`src/rtl/led_blinker_array.sv`:
```
// CH-channel LED blinker: each channel runs OFF, ON, continuous BLINK or a counted
// BURST of on/off pulses. It is reconfigured one channel at a time through a cfg handshake.
module led_blinker_array #(
  parameter int CH      = 4,
  parameter int CH_W    = 2,
  parameter int CNT_W   = 25,
  parameter logic [CNT_W-1:0] CNT_MAX = CNT_W'(24_999_999),
  parameter int BURST_W = 8
) (
  input  logic               sys_clk,
  input  logic               sys_rst_n,
  input  logic               en,
  input  logic               cfg_valid,
  output logic               cfg_ready,
  input  logic [CH_W-1:0]    cfg_ch,
  input  logic [1:0]         cfg_mode,
  input  logic [CNT_W-1:0]   cfg_period,
  input  logic [BURST_W-1:0] cfg_burst,
  output logic [CH-1:0]      led_out,
  output logic [CH-1:0]      tick,
  output logic [CH-1:0]      done,
  output logic [2*CH-1:0]    dbg_mode
);

  typedef enum logic [1:0] {
    MODE_OFF   = 2'd0,
    MODE_ON    = 2'd1,
    MODE_BLINK = 2'd2,
    MODE_BURST = 2'd3
  } mode_e;

  localparam logic [CNT_W-1:0]   CNT_ONE = CNT_W'(1);
  localparam logic [BURST_W:0]   REM_ONE = (BURST_W+1)'(1);

  mode_e              mode_q   [CH];
  mode_e              mode_d   [CH];
  logic [CNT_W-1:0]   period_q [CH];
  logic [CNT_W-1:0]   period_d [CH];
  logic [CNT_W-1:0]   cnt_q    [CH];
  logic [CNT_W-1:0]   cnt_d    [CH];
  logic [BURST_W:0]   rem_q    [CH];
  logic [BURST_W:0]   rem_d    [CH];
  logic [CH-1:0]      led_q, led_d, tick_q, tick_d, done_q, done_d;
  logic               ready_q, ready_d;
  logic               accept;

  // Handshake: a write is taken at any rising edge where cfg_valid and cfg_ready are
  // both high. cfg_ready then drops for exactly one cycle. Writes to cfg_ch >= CH
  // complete the handshake but change nothing.
  assign accept  = cfg_valid & ready_q;
  assign ready_d = ~accept;

  always_comb begin
    led_d  = led_q;
    tick_d = '0;
    done_d = '0;
    for (int i = 0; i < CH; i++) begin
      mode_d[i]   = mode_q[i];
      period_d[i] = period_q[i];
      cnt_d[i]    = cnt_q[i];
      rem_d[i]    = rem_q[i];
      if (accept && (cfg_ch == CH_W'(i))) begin
        mode_d[i]   = mode_e'(cfg_mode);
        period_d[i] = cfg_period;
        cnt_d[i]    = '0;
        rem_d[i]    = {cfg_burst, 1'b0};
        led_d[i]    = (cfg_mode == MODE_ON);
      end else if (en) begin
        case (mode_q[i])
          MODE_OFF: begin
            led_d[i] = 1'b0;
            cnt_d[i] = '0;
          end
          MODE_ON: begin
            led_d[i] = 1'b1;
            cnt_d[i] = '0;
          end
          MODE_BLINK: begin
            if (cnt_q[i] == period_q[i]) begin
              cnt_d[i]  = '0;
              led_d[i]  = ~led_q[i];
              tick_d[i] = 1'b1;
            end else begin
              cnt_d[i] = cnt_q[i] + CNT_ONE;
            end
          end
          default: begin
            // An empty burst (cfg_burst=0) finishes at once with no toggle.
            if (rem_q[i] == '0) begin
              mode_d[i] = MODE_OFF;
              led_d[i]  = 1'b0;
              done_d[i] = 1'b1;
            end else if (cnt_q[i] == period_q[i]) begin
              cnt_d[i]  = '0;
              led_d[i]  = ~led_q[i];
              tick_d[i] = 1'b1;
              rem_d[i]  = rem_q[i] - REM_ONE;
              if (rem_q[i] == REM_ONE) begin
                mode_d[i] = MODE_OFF;
                done_d[i] = 1'b1;
              end
            end else begin
              cnt_d[i] = cnt_q[i] + CNT_ONE;
            end
          end
        endcase
      end
    end
  end

  always_ff @(posedge sys_clk) begin
    if (!sys_rst_n) begin
      for (int i = 0; i < CH; i++) begin
        mode_q[i]   <= MODE_OFF;
        period_q[i] <= CNT_MAX;
        cnt_q[i]    <= '0;
        rem_q[i]    <= '0;
      end
      led_q   <= '0;
      tick_q  <= '0;
      done_q  <= '0;
      ready_q <= 1'b1;
    end else begin
      for (int i = 0; i < CH; i++) begin
        mode_q[i]   <= mode_d[i];
        period_q[i] <= period_d[i];
        cnt_q[i]    <= cnt_d[i];
        rem_q[i]    <= rem_d[i];
      end
      led_q   <= led_d;
      tick_q  <= tick_d;
      done_q  <= done_d;
      ready_q <= ready_d;
    end
  end

  always_comb begin
    dbg_mode = '0;
    for (int i = 0; i < CH; i++) dbg_mode[2*i +: 2] = mode_q[i];
  end

  assign cfg_ready = ready_q;
  assign led_out   = led_q;
  assign tick      = tick_q;
  assign done      = done_q;

endmodule

```
`config.mk`:
```
export PLATFORM = sky130hd
export DESIGN_NAME = led_blinker_array
export DESIGN_NICKNAME = d
export VERILOG_FILES = /design/src/rtl/led_blinker_array.sv
export SDC_FILE = /design/constraint.sdc
export NUM_CORES = 1
export LEC_CHECK = 0
export BUFFER_PORTS_ARGS = -buffer_cell sky130_fd_sc_hd__buf_2
export CORE_MARGIN = 4
export CORE_UTILIZATION = 45
export CTS_CLUSTER_SIZE = 14
export DETAILED_ROUTE_END_ITERATION = 10
export PLACE_DENSITY = 0.72
export SLEW_MARGIN = 20
export SYNTH_ARGS = -nofsm -noshare
export SYNTH_HDL_FRONTEND = slang
export SYNTH_SLANG_ARGS = --single-unit
```
`constraint.sdc`:
```
create_clock -name sys_clk -period 2.46 [get_ports sys_clk]
set_input_delay 0.738 -clock sys_clk [delete_from_list [all_inputs] [get_ports sys_clk]]
set_output_delay 0.738 -clock sys_clk [all_outputs]
set_load 0.005 [all_outputs]
```
==> results.md <==
- Status: completed
- H-tree depth: 1
- First-pass GRT wire length: 59.5 mm
- Via/cell ratio: ~5.7
- Ys Warns: 0
- RSZ-0062 raised after global routing: true
- Sequential standard cell area: between 0.005 and 0.006 sq mm
- LEAKAGE: 5.62 nW
- Worst EP required: 2930 ps
- Crit share post-route: between 90% and 100%
- Die footprint: roughly 0.03 sq mm
- Crit path time final: 2330 ps
- Pre-CTS worst setup slack: -23.2 ps
- Row Count: 61
- FF-to-FF End: rem_q[1][5]$_SDFFE_PN0P_
- # DRC: 0
- Proportion of layout cells with a drive suffix above 1: 13.4%
- Area of the core: 0.0278 sq mm
- Tot Pwr: approximately 9.4 mW
- Post-Syn Nets: about 1700
- Nets: 1754
- Ys flop type: dfxtp_1
- CTS max path bufs: 3
- Area of the multi-input gates: 0.00715 sq mm
- Final-report setup violation count: 0
- Pre-antenna DRT Iters: 5
- Max Slew Vio Count: 0
- Gr ovfl total: 0
- TritonCTS clock tree: yes
- N_diodes: 0
- Async SR Flop Fraction: 0%
- MaxCap Viol Count: 0
- EDFF count, synth: 0
- Final wirelength: 37.0 mm
- Layout Skew: 13.7 ps
- # port buffers: 61
- Worst Path Arrival: 2800 ps
- Worst hold stages: 1
- Routed WL per cell: 17.7 um
- Clk Latency, worst-skew pair: 550 ps
- CTS buffer count: 27
- R2R Setup Slk: 130 ps
- Number of global-route vias before repair: 11218
- Crit-path max FO: 5
- Initial antenna violation count: 0
- Critical path class: register to register
- DR vias: 11979
- Setup crit start: rem_q[1][0]$_SDFFE_PP0P_
- Total Routing Usage GR: 23.4%
- Power Dens Cells: 635 mW/mm^2
- Hpwl dp: 26.7 mm
- Slew Limit Headroom: 56.8%
- Root Buffer: clkbuf_16
- Initial DRC Count: approximately 1100
- Hold Path Sink: cfg_ready$_SDFF_PN1_
- Worst r2r path cells: 8
- CTS sink cnt: about 260
- Sequential area share after synthesis: 40.6%
- Cell count after synthesis: 1599
- Final worst slack: 129 ps
- Setup TNS: 0 ps
- Seq cells post-synth: 257
- Mean Syn Cell Area: 7.93 sq um
- Worst hold start: cfg_ready$_SDFF_PN1_
- Die X-Extent: 176 um
- Netlist cell types: 71
- P&R area growth vs syn: 17.0%
- Largest net degree at the start of global routing: 47
- FILL cells: approximately 2600
- Reg2reg start: rem_q[1][0]$_SDFFE_PP0P_
- Type of origin of the critical path: register
- Worst vdd ir: 617 uV
- Post-Syn Area: 0.0127 sq mm
- Worst-margin pin slew: approximately 650 ps
- Clock slew at reported path FFs: 60 ps
- Setup crit end kind: register
- GPL Wtd Cong: 0.910
- DRT antenna net count: 0
- Initial Utilization: 45.6%
- Final Hold Vio Count: 0
- Boundary Pins: 62
- Worst min path class: register to register
- Die Ht: 176 um
- Max Freq: 429 MHz
## routing by layer
metal,track usage [%],vias up,routed length [um]
met3,3.12,62,2410
met4,5.78,0,967
met1,33.9,5707,17200
met5,0,-,0
li1,-,5782,-
met2,37.1,428,16500
## repair_timing
item	in CTS	in global routing
hold endpoints to repair	0	0
buffers inserted	1	0
hold buffers	0	0
setup endpoints to repair	9	21
resized for setup	0	9
pin swaps	1	1
## placed cells by master (no fill, tap or decap), types with 5 or more instances in the layout
cell	count
o21ai_1	6
a21oi_1	72
o21ai_0	46
a211oi_1	8
xor2_1	60
a31oi_1	31
and3_1	25
nand3_1	143
ha_1	16
xnor2_1	108
buf_2	60
nand4_1	55
dfxtp_1	255
clkbuf_16	27
or3_1	18
nor2b_1	8
or4_1	13
nand2_1	314
o22ai_1	6
a41o_1	5
buf_4	90
nor3b_1	7
nor2_1	122
or2_2	8
o31ai_1	10
clkbuf_1	7
o21a_1	5
nor3_1	27
clkbuf_8	5
inv_1	21
and4_1	11
nor4_1	16
and2_1	13
## cell type report
cell class | count | share of cell area [%]
multi-input combinational | 1233 | 48.2
sequential | 257 | 34.7
timing repair buffer | 154 | 7.12
clock buffer | 39 | 5.20
tap | 378 | 3.19
clock inverter | 9 | 0.954
inverter | 23 | 0.582
## per-stage QoR
step | instance area [sq um] | hold WS, ps | std cells | utilization [%]
after floorplan | 12700 | 441 | 1599 | -
after global placement | 13900 | 450 | 2044 | 50.0
after detailed placement | 13900 | 452 | 2044 | 50.0
after CTS | 14800 | 467 | 2093 | 53.3
after global routing | 14800 | 489 | 2093 | 53.4
final | 14800 | 471 | 2093 | 53.4
## synthesized netlist by cell type (all sizes together) (10+ instances only)
library cell	count	area [sq um]
nand2	314	1180
dfxtp	257	5140
nand3	144	721
nor2	123	464
xnor2	108	946
clkbuf	75	282
a21oi	72	360
xor2	60	526
nand4	55	344
o21ai	53	269
a31oi	31	194
nor3	28	140
and3	26	163
inv	22	82.6
nor4	22	178
or3	18	113
ha	17	213
and2	14	87.6
or4	14	109
and4	12	105
buf	11	52.6
o31ai	10	75.1
## critical path, stage by stage, from the launching register on
cell and delay (ps):
dfxtp_2 340, inv_1 70, ha_2 210, nor3b_1 150, and3_1 200, or4_4 460
nor4_4 290, or3b_1 380, a31oi_1 160
## power breakdown
part           switching [mW]  internal, mW
clock                    1.72          2.50
sequential             0.0994          4.27
combinational           0.509         0.317
total                    2.33          7.09
## worst max path at each step
| stage | to | depth (start not counted) |
|---|---|---|
| CTS | rem_q[1][5]$_SDFFE_PN0P_ | 8 |
| floorplan | cnt_q[1][19]$_SDFFE_PP0P_ | 7 |
| global placement | cnt_q[0][17]$_SDFFE_PP0P_ | 8 |
| detailed placement | cnt_q[0][17]$_SDFFE_PP0P_ | 8 |
| finish | rem_q[1][5]$_SDFFE_PN0P_ | 8 |
| global route | rem_q[1][5]$_SDFFE_PN0P_ | 8 |
## state kept, by name, indices dropped and copies added (netlist names)
| signal | flops |
|---|---|
| cfg_ready | 1 |
| mode_q | 8 |
| led_out | 4 |
| rem_q | 36 |
| cnt_q | 100 |
| done | 4 |
| tick | 4 |
| period_q | 100 |
## kinds of logic after synthesis
kind of cell / share of synthesized area (%)
AO/OA/AOI/OAI: 11.9
XOR/XNOR: 11.6
adder cells (fa/ha/maj): 1.68
buffers and inverters: 3.32
flip-flops: 40.6
multiplexers: 0.326
AND/OR/NAND/NOR: 30.6
Power figures use the tool's default switching activity.
